### src/rtl/mmio_port_controller.sv
// -----------------------------------------------------------------------------
// mmio_port_controller
//
// Memory-mapped I/O port block for a single-cycle processor. It decodes a
// four-word register window at BASE_ADDR, holds a 32-bit output port register,
// and synchronizes an 8-bit asynchronous input port. It also flags input
// changes with sticky CHG/OVF status bits and counts them.
//
// Register map (word offset = Address[3:2]):
//   0 OUT    RW  32 bits, drives PortOut
//   1 IN     RO  8 bits zero-extended (synchronized PortIn); writes ignored
//   2 STATUS W1C bit0 CHG (input changed), bit1 OVF (change while CHG set)
//   3 COUNT  RW  8 bits zero-extended, +1 per detected input change (mod 256)
//
// Ports:
//   clk        in   1  single clock, rising edge
//   reset      in   1  asynchronous active-low reset
//   MemWrite   in   1  store strobe
//   MemRead    in   1  load strobe
//   Address    in  32  processor byte address
//   WriteData  in  32  store data
//   ReadData   out 32  load data (combinational, 0 when not selected)
//   IO_Select  out  1  Address falls in the register window (combinational)
//   PortIn     in   8  asynchronous external input pins
//   PortOut    out 32  OUT register
//   InputEvent out  1  level copy of STATUS.CHG
// -----------------------------------------------------------------------------
module mmio_port_controller #(
  parameter logic [31:0] BASE_ADDR = 32'h1001_0020
) (
  input  logic        clk,
  input  logic        reset,
  input  logic        MemWrite,
  input  logic        MemRead,
  input  logic [31:0] Address,
  input  logic [31:0] WriteData,
  output logic [31:0] ReadData,
  output logic        IO_Select,
  input  logic [7:0]  PortIn,
  output logic [31:0] PortOut,
  output logic        InputEvent
);

  localparam logic [1:0] OFF_OUT    = 2'd0;
  localparam logic [1:0] OFF_IN     = 2'd1;
  localparam logic [1:0] OFF_STATUS = 2'd2;
  localparam logic [1:0] OFF_COUNT  = 2'd3;

  // Architectural state
  logic [31:0] outReg_r;
  logic [7:0]  sync1_r;
  logic [7:0]  sync2_r;
  logic [7:0]  prev_r;
  logic        chg_r;
  logic        ovf_r;
  logic [7:0]  count_r;

  // Decode and next-state signals
  logic        ioSel_s;
  logic [1:0]  offset_s;
  logic        wrOut_s;
  logic        wrStatus_s;
  logic        wrCount_s;
  logic        chgPulse_s;
  logic [31:0] outNext_s;
  logic        chgNext_s;
  logic        ovfNext_s;
  logic [7:0]  countNext_s;

  // Byte-lane bits of the address carry no meaning for word registers.
  logic        unusedAddrBits_s;
  assign unusedAddrBits_s = ^Address[1:0];

  // Address window decode and per-register write enables
  always_comb begin
    ioSel_s    = (Address[31:4] == BASE_ADDR[31:4]);
    offset_s   = Address[3:2];
    wrOut_s    = 1'b0;
    wrStatus_s = 1'b0;
    wrCount_s  = 1'b0;
    if (MemWrite && ioSel_s) begin
      case (offset_s)
        OFF_OUT:    wrOut_s    = 1'b1;
        OFF_IN:     wrOut_s    = 1'b0;  // IN is read-only; store is dropped
        OFF_STATUS: wrStatus_s = 1'b1;
        OFF_COUNT:  wrCount_s  = 1'b1;
        default:    wrOut_s    = 1'b0;
      endcase
    end else begin
      wrOut_s    = 1'b0;
    end
  end

  // One-cycle pulse whenever the synchronized input differs from last cycle
  assign chgPulse_s = (sync2_r != prev_r);

  // Next-state logic for OUT, STATUS and COUNT
  always_comb begin
    outNext_s   = outReg_r;
    chgNext_s   = chg_r;
    ovfNext_s   = ovf_r;
    countNext_s = count_r;

    if (wrOut_s) begin
      outNext_s = WriteData;
    end else begin
      outNext_s = outReg_r;
    end

    // Set has priority over a coincident write-one-to-clear so that an
    // input change arriving in the same cycle as software's clear is not lost.
    if (chgPulse_s) begin
      chgNext_s = 1'b1;
    end else if (wrStatus_s && WriteData[0]) begin
      chgNext_s = 1'b0;
    end else begin
      chgNext_s = chg_r;
    end

    // OVF uses the pre-edge CHG: a change seen while one is still pending.
    if (chgPulse_s && chg_r) begin
      ovfNext_s = 1'b1;
    end else if (wrStatus_s && WriteData[1]) begin
      ovfNext_s = 1'b0;
    end else begin
      ovfNext_s = ovf_r;
    end

    // A software load that coincides with a change still counts that change.
    if (wrCount_s) begin
      countNext_s = WriteData[7:0] + {7'd0, chgPulse_s};
    end else if (chgPulse_s) begin
      countNext_s = count_r + 8'd1;
    end else begin
      countNext_s = count_r;
    end
  end

  // Input synchronizer, previous-value flop and register state
  always_ff @(posedge clk or negedge reset) begin
    if (!reset) begin
      sync1_r  <= 8'h00;
      sync2_r  <= 8'h00;
      prev_r   <= 8'h00;
      outReg_r <= 32'h0000_0000;
      chg_r    <= 1'b0;
      ovf_r    <= 1'b0;
      count_r  <= 8'h00;
    end else begin
      sync1_r  <= PortIn;
      sync2_r  <= sync1_r;
      prev_r   <= sync2_r;
      outReg_r <= outNext_s;
      chg_r    <= chgNext_s;
      ovf_r    <= ovfNext_s;
      count_r  <= countNext_s;
    end
  end

  // Load data mux; reads never alter state
  always_comb begin
    ReadData = 32'h0000_0000;
    if (MemRead && ioSel_s) begin
      case (offset_s)
        OFF_OUT:    ReadData = outReg_r;
        OFF_IN:     ReadData = {24'h00_0000, sync2_r};
        OFF_STATUS: ReadData = {30'h0000_0000, ovf_r, chg_r};
        OFF_COUNT:  ReadData = {24'h00_0000, count_r};
        default:    ReadData = 32'h0000_0000;
      endcase
    end else begin
      ReadData = 32'h0000_0000;
    end
  end

  assign IO_Select  = ioSel_s;
  assign PortOut    = outReg_r;
  assign InputEvent = chg_r;

endmodule

### config.mk
export PLATFORM = sky130hd
export DESIGN_NAME = mmio_port_controller
export DESIGN_NICKNAME = d
export VERILOG_FILES = /design/src/rtl/mmio_port_controller.sv
export SDC_FILE = /design/constraint.sdc
export NUM_CORES = 1
export LEC_CHECK = 0
export BUFFER_PORTS_ARGS = -buffer_cell sky130_fd_sc_hd__buf_2
export CORE_UTILIZATION = 45
export CTS_BUF_LIST = sky130_fd_sc_hd__clkbuf_8 sky130_fd_sc_hd__clkbuf_16
export DETAILED_ROUTE_END_ITERATION = 12
export HOLD_SLACK_MARGIN = 0.1
export PLACE_DENSITY = 0.88
export SYNTH_ARGS = -nofsm -noshare
export SYNTH_HDL_FRONTEND = slang
export SYNTH_SLANG_ARGS = --single-unit
### constraint.sdc
create_clock -name clk -period 3 [get_ports clk]
set_clock_uncertainty 0.1 [all_clocks]
set_input_delay 0.6 -clock clk [delete_from_list [all_inputs] [get_ports clk]]
set_output_delay 0.6 -clock clk [all_outputs]
set_load 0.01 [all_outputs]
---- After elaboration in Yosys (flattened, before gate mapping) ----
Index checks and enable logic that the tools add are counted.
storage, ports and cells
  input bits .............................. 76
  logic and storage cells ................. 37
  register bits after elaboration ......... 66
  output and inout bits ................... 66
operators by class
  reductions and logical operators ........ 9
  equal/unequal tests ..................... 5
  multiplexer cells ....................... 14
  add/subtract/negate cells ............... 2
operators by type and width
  operator                                          count
  case mux 32 bit (4 select lines)                  1
  two-way mux 32 bit                                1
  == test 28 x 25 -> 1 bit (second input constant)  1
  two-way mux 8 bit                                 2
  two-way mux 1 bit                                 10
  adder 8 x 1 -> 8 bit                              1
  adder 8 x 1 -> 8 bit (second input constant)      1
  != test 8 bit                                     1
  nonzero test 2 bit                                3
  logical AND 1 bit                                 5
  == test 2 bit (second input constant)             2
  == test 2 x 1 -> 1 bit (second input constant)    1
  zero test 2 bit                                   1

---- Logic depth before layout (Yosys ltp) ----
Gate-level depths: netlist of the first run.
  word-level depth ........................ 6
  depth in mapped cells ................... 9

---- Least setup slack after synthesis of the first run ----
No wires, ideal clock.
  path type ............................... input port to output port
  start ................................... input Address[14]
  end ..................................... output ReadData[11]
  setup slack ............................. 312 ps
  stages .................................. 6
  arrival time ............................ 1988 ps
  buffers on the path ..................... 1
  cells stage by stage .................... nor4b_1 > nand4_1 > nor2_2 > and4bb_2 > clkbuf_1 > and2_1
on the way
  word-level cells in the longest chain between the ends .. 3
ends and longest elaborated chain
  element                   line  RTL
  from (decl)               35    input logic [31:0] Address,
  == test 28 x 25 -> 1 bit  76    ioSel_s = (Address[31:4] == BASE_ADDR[31:4]);
  net IO_Select             38    output logic IO_Select,
  logical AND 1 bit         163   if (MemRead && ioSel_s) begin
  two-way mux 32 bit        163
  to (decl)                 37    output logic [31:0] ReadData,
The timed path passes the listed nets, and every way through them passes these cells.

---- Final worst setup path of the first run ----
  start ................................... input Address[14]
  end ..................................... output ReadData[27]
on the way
  word-level cells in the longest chain between the ends .. 3
ends and longest elaborated chain
  element                   line
  == test 28 x 25 -> 1 bit  76
  logical AND 1 bit         163
  two-way mux 32 bit        163
Every way passes these cells.

==> results summary, run 1 <==
The wire-length estimate of the detail-placed layout is 5450 um. The detailed-route wire length came out at between 7000 and 8000 um. The number of maximum-capacitance violations is 0. The summed instance area of the synthesized netlist is 0.00303 sq mm.

The worst-path maximum fanout is 24. The starting density of the core is 47.1%. The share of total power in combinational logic is 13.8%. The final max-slew violation count is 0. The core area is 0.00642 sq mm. The cell count after synthesis came out at 237. The checks that failed: design-rule violations. Port buffering added 139 buffers.

The mean routed wirelength per cell came out at 15.6 um. The startpoint identified for the worst register-to-register timing path is sync2_r[7]$_DFF_PN0_. Global routing consumed, over all layers together, 21.8% of the routing resources. The number of antenna repair diodes is 0. The via count of the first global-routing pass came to 2,463.

The worst flop-to-flop path endpoint is count_r[7]$_DFFE_PN0P_. Of the cells placed in the final design, the portion with a size suffix greater than 1 is between 50% and 60%. STA classifies the critical path endpoint as a primary output. The sequential fraction of the synthesis area is 54.6%.

The area added between synthesis and finish came out at 31.3%. After clock tree synthesis, the repair step resized 0 gates. Internal power comes to 1.42 mW.

After floorplanning, the core was divided into 29 placement rows. The final setup TNS came out at 0 ns. The buffer type at the clock tree root is sky130_fd_sc_hd__clkbuf_8. The switching component of the power is 0.504 mW.

Net switching is around a quarter of the power. STA classifies the critical path startpoint as an input pin. The maximum clock frequency is 0.353 GHz. The remaining routing DRC violations is 2. By startpoint and endpoint, the worst setup path is classified as input pin to primary output. Measured along the x axis, the die boundary spans 84.0 um. The violation count after the first detailed-route iteration came out at 143. The number of antenna violations at the first check in global routing came out at 0.

The start point of the critical path is Address[14]. TritonCTS built the clock tree. The total number of yosys warnings is 0. The leftover overflow at the end of global routing is 0. Buffers inserted during clock tree synthesis total 9. The final critical path time including I/O delays and setup is 2.83 ns. The mean number of vias per cell is approximately 5.1. The transition at the pin with the smallest max-transition slack is 0.708 ns. For the worst setup path, the data arrival time is around 2.1 ns. The reg-to-reg setup timing slack is ~0.75 ns. In this run the power density over the cells is approximately 480 mW/mm^2. The endpoint required time on the critical path is roughly 2.3 ns. The fraction of power consumed by sequential logic came out at 54.0%.

The CTS clock-pin slew for the worst setup and hold paths is 0.06 ns. The worst slew margin relative to its limit is 52.8%. The worst supply voltage drop on vdd came out at 0.284 mV. By area the synthesized netlist is led by sky130_fd_sc_hd__dfrtp_1 (55%), sky130_fd_sc_hd__mux2_2 (11%), sky130_fd_sc_hd__and2_1 (5.0%).

The count of endpoints failing setup in the final report came out at 0. The final design area excluding fillers is 0.00397 sq mm. The height of the chip is 84.0 um. The first-pass iteration count of the detailed router is 8. The cell accounting for the most synthesized area is sky130_fd_sc_hd__dfrtp_1. The number of distinct library cells after synthesis came out at 32.

In this run the worst hold path is classified as input pin to async pin. The synthesized area divided by synthesized cell count is around 13 sq um. The number of hold buffers added after CTS is 0. The part of the total power dissipated in the clock network is 32.2%. The run finished, with violations left.

The clock passes through at most 2 buffers. The count of nets left with antenna violations once routing finished came out at 0. The area fraction of the dominant cell type after synthesis came out at 54.6%. The number of ports placed on the die boundary came out at between 100 and 150. The post-synthesis net count came out at 316.

The layout net count came out at 461. In this run the static leakage power is 2.14 nW. The post-CTS setup repair buffer count is 0. The number of hold violations in the final report is 0.

Entering global routing, the biggest net connects 38 pins. Clock tree synthesis found a total of 66 sinks. The count of vias placed by the detailed router came out at 2,373. The final critical path takes up a little over nine tenths of the cycle.

Counting cells, the worst reg-to-reg path comes to 10. Setup repair after global routing left no endpoint under its margin. The area of placed instances came out at 0.00381 sq mm. The number of H-tree levels is 3. The post-synthesis sequential element count came out at 66. At the end of routability-driven placement, the weighted congestion stood at 0.859.

For the worst-skew pair, the clock arrives at the later sink with an insertion delay of 0.33 ns. The total die area is 0.00706 sq mm. The global-route wire length before repair is 11,900 um.
[through the flow]
step / setup WS, ns / instances / hold slack (ns) / utilization (%) / total power [mW]
3_3_place_gp: 0.255 / 448 / 0.233 / 59.4 / 1.29
3_5_place_dp: 0.181 / 448 / 0.235 / 59.4 / 1.31
4_1_cts: 0.176 / 462 / 0.224 / 61.9 / 1.94
6_report: 0.169 / 462 / 0.223 / 61.9 / 1.92
5_1_grt: 0.0544 / 462 / 0.253 / 61.9 / 2.02
2_1_floorplan: 0.312 / 237 / 0.204 / - / 1.19
[cells in the final DEF, fill, tap and decap left out]
master,synthesis,routed
sky130_fd_sc_hd__mux4_2,2,2
sky130_fd_sc_hd__nor2_1,14,14
sky130_fd_sc_hd__clkinvlp_4,0,1
sky130_fd_sc_hd__a22o_1,1,1
sky130_fd_sc_hd__and2_1,24,24
sky130_fd_sc_hd__mux2_2,29,29
sky130_fd_sc_hd__ha_1,3,3
sky130_fd_sc_hd__nor4_1,4,4
sky130_fd_sc_hd__and3_1,5,5
sky130_fd_sc_hd__buf_12,0,1
sky130_fd_sc_hd__nand4_1,2,2
sky130_fd_sc_hd__and4bb_2,1,1
sky130_fd_sc_hd__xor2_1,12,12
sky130_fd_sc_hd__mux2_4,1,1
sky130_fd_sc_hd__dfrtp_1,66,66
sky130_fd_sc_hd__inv_1,0,1
sky130_fd_sc_hd__a21o_1,1,1
sky130_fd_sc_hd__a31oi_1,6,6
sky130_fd_sc_hd__a21boi_0,1,1
sky130_fd_sc_hd__nor2_2,1,1
sky130_fd_sc_hd__nand2_2,1,1
sky130_fd_sc_hd__nand3_1,9,9
sky130_fd_sc_hd__clkinv_2,0,2
sky130_fd_sc_hd__nor4b_1,3,3
sky130_fd_sc_hd__mux2i_1,12,12
sky130_fd_sc_hd__mux2_1,5,5
sky130_fd_sc_hd__clkbuf_8,0,10
sky130_fd_sc_hd__and4_1,2,2
sky130_fd_sc_hd__xnor2_1,9,9
sky130_fd_sc_hd__nand2_1,4,4
sky130_fd_sc_hd__a21oi_1,5,5
sky130_fd_sc_hd__buf_2,2,139
sky130_fd_sc_hd__nor4_2,2,2
sky130_fd_sc_hd__nand4bb_2,0,1
sky130_fd_sc_hd__buf_4,0,5
[area by class of cell]
type / instances / area, sq um
clock buffers: 10 / 138
clock inverters: 4 / 21.3
fillers: 488 / 2450
multi-input cells: 160 / 1310
flip-flops and latches: 66 / 1650
well taps: 77 / 96.3
repair buffers: 145 / 753
[routing by layer]
layer  track usage [%]  vias up  routed length, um
met2              38.4      104               3710
met3              6.13        9                538
met5                 0        -                  0
li1                  -     1120                  -
met4              6.90        0                 87
met1              25.8     1140               2880
[cells by family after synthesis]
kind of cell / after synthesis / share of synthesized area, %
compound gates: 14 / 2.85
xor+xnor: 21 / 6.08
fa+ha+maj: 3 / 1.24
buf+inv: 11 / 2.19
flops: 66 / 54.6
mux: 49 / 18.6
simple gates: 73 / 14.4
[power by group through the flow]
stage / combinational [mW] / sequential, mW / clock, mW
after global placement: 0.250 / 1.04 / 0
after floorplan: 0.163 / 1.03 / 0
after global routing: 0.294 / 1.05 / 0.683
after detailed placement: 0.265 / 1.05 / 0
after CTS: 0.266 / 1.03 / 0.638
final: 0.265 / 1.04 / 0.619
[cells in the mapped netlist, drive strengths merged]
| cell | n |
|---|---|
| a21boi | 1 |
| mux4 | 2 |
| nand4 | 2 |
| and4 | 2 |
| mux2 | 35 |
| nand2 | 5 |
| xnor2 | 9 |
| a31oi | 6 |
| ha | 3 |
| and2 | 24 |
| mux2i | 12 |
| and3 | 5 |
| xor2 | 12 |
| a21oi | 5 |
| a22o | 1 |
| buf | 7 |
| dfrtp | 66 |
| a21o | 1 |
| and4bb | 1 |
| nor2 | 15 |
| nand4bb | 1 |
| nor4b | 3 |
| nor4 | 6 |
| clkbuf | 4 |
| nand3 | 9 |
[worst max-delay path by stage]
stage | endpoint | slack, ns | depth (start not counted)
5_1_grt | ReadData[22] | 0.05 | 7
3_3_place_gp | ReadData[22] | 0.25 | 7
6_report | ReadData[27] | 0.17 | 7
3_5_place_dp | ReadData[22] | 0.18 | 7
2_1_floorplan | ReadData[11] | 0.31 | 6
4_1_cts | ReadData[22] | 0.18 | 7
[worst max-delay path, stage by stage]
cell and delay (ns):
sky130_fd_sc_hd__buf_2 0.10, sky130_fd_sc_hd__nor4b_1 0.30, sky130_fd_sc_hd__nand4_1 0.16, sky130_fd_sc_hd__nor2_2 0.14, sky130_fd_sc_hd__and4bb_2 0.49, sky130_fd_sc_hd__and2_1 0.19, sky130_fd_sc_hd__buf_2 0.13
[flip-flops by register name, indices dropped and copies added (netlist names)]
register / count
PortOut: 32
count_r: 8
prev_r: 8
sync1_r: 8
sync2_r: 8
InputEvent: 1
ovf_r: 1
No activity file was read; power rests on OpenSTA's default activity.
==> run 2, diff against run 1 <==
--- a/config.mk
+++ b/config.mk
@@ -6,11 +6,13 @@
 export NUM_CORES = 1
 export LEC_CHECK = 0
 export BUFFER_PORTS_ARGS = -buffer_cell sky130_fd_sc_hd__buf_2
-export CORE_UTILIZATION = 45
+export CELL_PAD_IN_SITES_DETAIL_PLACEMENT = 0
+export CELL_PAD_IN_SITES_GLOBAL_PLACEMENT = 2
+export CORE_UTILIZATION = 28
 export CTS_BUF_LIST = sky130_fd_sc_hd__clkbuf_8 sky130_fd_sc_hd__clkbuf_16
 export DETAILED_ROUTE_END_ITERATION = 12
 export HOLD_SLACK_MARGIN = 0.1
-export PLACE_DENSITY = 0.88
+export PLACE_DENSITY = 0.89
 export SYNTH_ARGS = -nofsm -noshare
 export SYNTH_HDL_FRONTEND = slang
 export SYNTH_SLANG_ARGS = --single-unit
==> results summary, run 2 (same netlist as run 1, synthesis figures left out) <==
The run finished with clean final reports. The most common cell after layout, fill and taps aside is sky130_fd_sc_hd__buf_2. The post-CTS setup repair buffer count is 0. STA classifies the critical path endpoint as a primary output. The leakage power figure came out at 2.17 nW. In this run the tightest slew margin relative to its limit is 39.6%. The number of antenna violations at the first check in global routing is 0. Walking the worst path, the cells encountered are buf_2 -> nor4b_1 -> nand4_1 -> nor2_2 -> and4bb_2 -> buf_12 -> and2_1 -> buf_2. The worst-case clock buffer depth is 2. For this run, design rule violations remaining after detail routing come to 0. The starting density of the core came out at 29.0%. The number of antenna repair diodes came out at 0. Once layout is complete, the cells apart from fillers number about 530. The area added between synthesis and finish came out at 36.3%. TritonCTS built the clock tree. The top cell types in the final layout, fill and taps aside, are sky130_fd_sc_hd__buf_2 (139), sky130_fd_sc_hd__dfrtp_1 (66), sky130_fd_sc_hd__mux2_2 (29).

The leftover overflow at the end of global routing is 0. The maximum clock frequency came out at between 0.3 and 0.4 GHz. The mean number of vias per cell is 4.54. The number of hold buffers added after CTS is 0. The share of the cycle needed by the critical path after routing is 90.7%.

After the first detailed-routing iteration, the DRC count stood at 68. Setup violations remaining at the end of the flow were counted as 0. After detailed routing, the total wire length is about 7400 um. The final route contains 2,387 vias. The slowest stage of the critical path is the sky130_fd_sc_hd__nor4b_1 cell. Setup repair after global routing left no endpoint under its margin.

The final max-slew violation count is 0. The mean routed wirelength per cell came out at around 14 um. The via count of the first global-routing pass is 2,457.

The endpoint required time on the critical path is 2.30 ns. The arrival time reported for the critical path endpoint came out at 2.02 ns. The total clock buffers created by CTS is 9. The area of placed instances is 0.00393 sq mm. The buffer type at the clock tree root is sky130_fd_sc_hd__clkbuf_8.

The final setup TNS came out at 0 ns. The number of flip-flops under the largest register name is 32. The maximum cell stage delay along the critical path came out at 0.31 ns.

The tool flagged a number of max-cap violations equal to 0. The number of filler cells placed in the layout is 1,042. The post-route worst hold slack came out at 0.253 ns. The share of layout cells above drive strength 1 is 51.5%. The number of ports placed on the die boundary came out at 142. The type of the worst setup path is input pin to primary output. The placer congestion estimate is roughly 0.76. The final design area excluding fillers is 0.00412 sq mm. Input and output buffers added on the ports amount to 139.

The height of the chip is between 100 and 150 um. The clock sink total came out at 66. The worst path meets setup with 0.278 ns of slack. After clock tree synthesis, the clock-pin slew on the worst setup and hold paths is about 0.07 ns.

The largest net degree at the start of global routing is 39. The cell that appears most often on the critical path is sky130_fd_sc_hd__buf_2. The worst-path maximum fanout is 24.

In the final design database the tool counted around 470 nets. The number of H-tree levels is 3. The worst hold path class is flip-flop to flip-flop. The cell count after placement is slightly above 500. The power per standard cell area is 494 mW/mm^2. The row count came out at 37. The first-pass iteration count of the detailed router came out at 4. The post-cts sizing count came out at 0. The global-route wire length before repair is 12,200 um.

The total die area came out at 0.0112 sq mm. After legalization and detailed placement, the total HPWL measured 5580 um. The startpoint type of the worst setup path is an input pin. At the pin with the least slew margin, the transition time is between 0.9 and 1 ns.

The clock reaches the later pin of the worst-skew pair after 0.34 ns. The region available for standard cell placement spans 0.0104 sq mm. The width of the die is 106 um. The number of nets still failing antenna checks after routing is 0. The number of hold violations in the final report came out at 0. OpenSTA, run right after detailed placement, puts the worst setup slack at 0.276 ns. Counting I/O delays and the setup requirement, the final critical path takes 2.72 ns. The worst supply voltage drop on vdd is 0.242 mV. Across every metal layer, demand over resource in global routing totals 14.2%.
[run 2: cell types whose count changed in the layout (fill, tap and decap cells not counted), sizes merged]
| cell | change |
|---|---|
| buf | +4 |
| clkinv | -2 |
| clkinvlp | +2 |
| bufinv | +1 |
[run 2: where the power goes]
group	internal, mW	total, mW	switching (mW)	leakage (nW)
clock	0.399	0.741	0.342	0.0918
sequential	0.958	1.04	0.0777	0.843
combinational	0.151	0.259	0.108	1.24
[run 2: critical path, delay by kind of cell]
| family | cells | cell delay [ns] |
|---|---|---|
| simple gates | 5 | 1.04 |
| buf+inv | 3 | 0.37 |
[run 2: final cells by class]
type	instances	area (sq um)	share of cell area [%]
Clock inverter	5	56.3	1.37
Sequential cell	66	1650	40.0
Multi-Input combinational cell	160	1310	31.8
Tap cell	136	170	4.13
Clock buffer	10	138	3.34
Timing Repair Buffer	149	796	19.3
[run 2: layer usage]
metal / up-vias / global-route usage, % / wire (um)
li1: 1129 / - / -
met1: 1142 / 18.1 / 3350
met2: 101 / 22.3 / 3380
met3: 15 / 3.80 / 511
met4: 0 / 6.55 / 140
met5: - / 0 / 0
[run 2: stage by stage]
step / total power [mW] / utilization (%)
floorplan: 1.19 / -
global placement: 1.31 / 37.7
detailed placement: 1.31 / 37.7
CTS: 2.07 / 39.6
global route: 2.15 / 39.6
finish: 2.04 / 39.6
[run 2: final timing paths]
check	slack, ns	depth (start not counted)	end	from
max in group asynchronous	1.83	2	PortOut[1]$_DFFE_PN0P_	reset
worst max register to register	0.77	9	count_r[7]$_DFFE_PN0P_	sync2_r[7]$_DFF_PN0_
worst max-delay path	0.28	8	ReadData[9]	Address[4]
worst min-delay path	0.25	0	sync2_r[0]$_DFF_PN0_	sync1_r[0]$_DFF_PN0_
min in group asynchronous	0.28	1	InputEvent$_DFFE_PN0P_	reset
worst min register to register	0.25	0	sync2_r[0]$_DFF_PN0_	sync1_r[0]$_DFF_PN0_
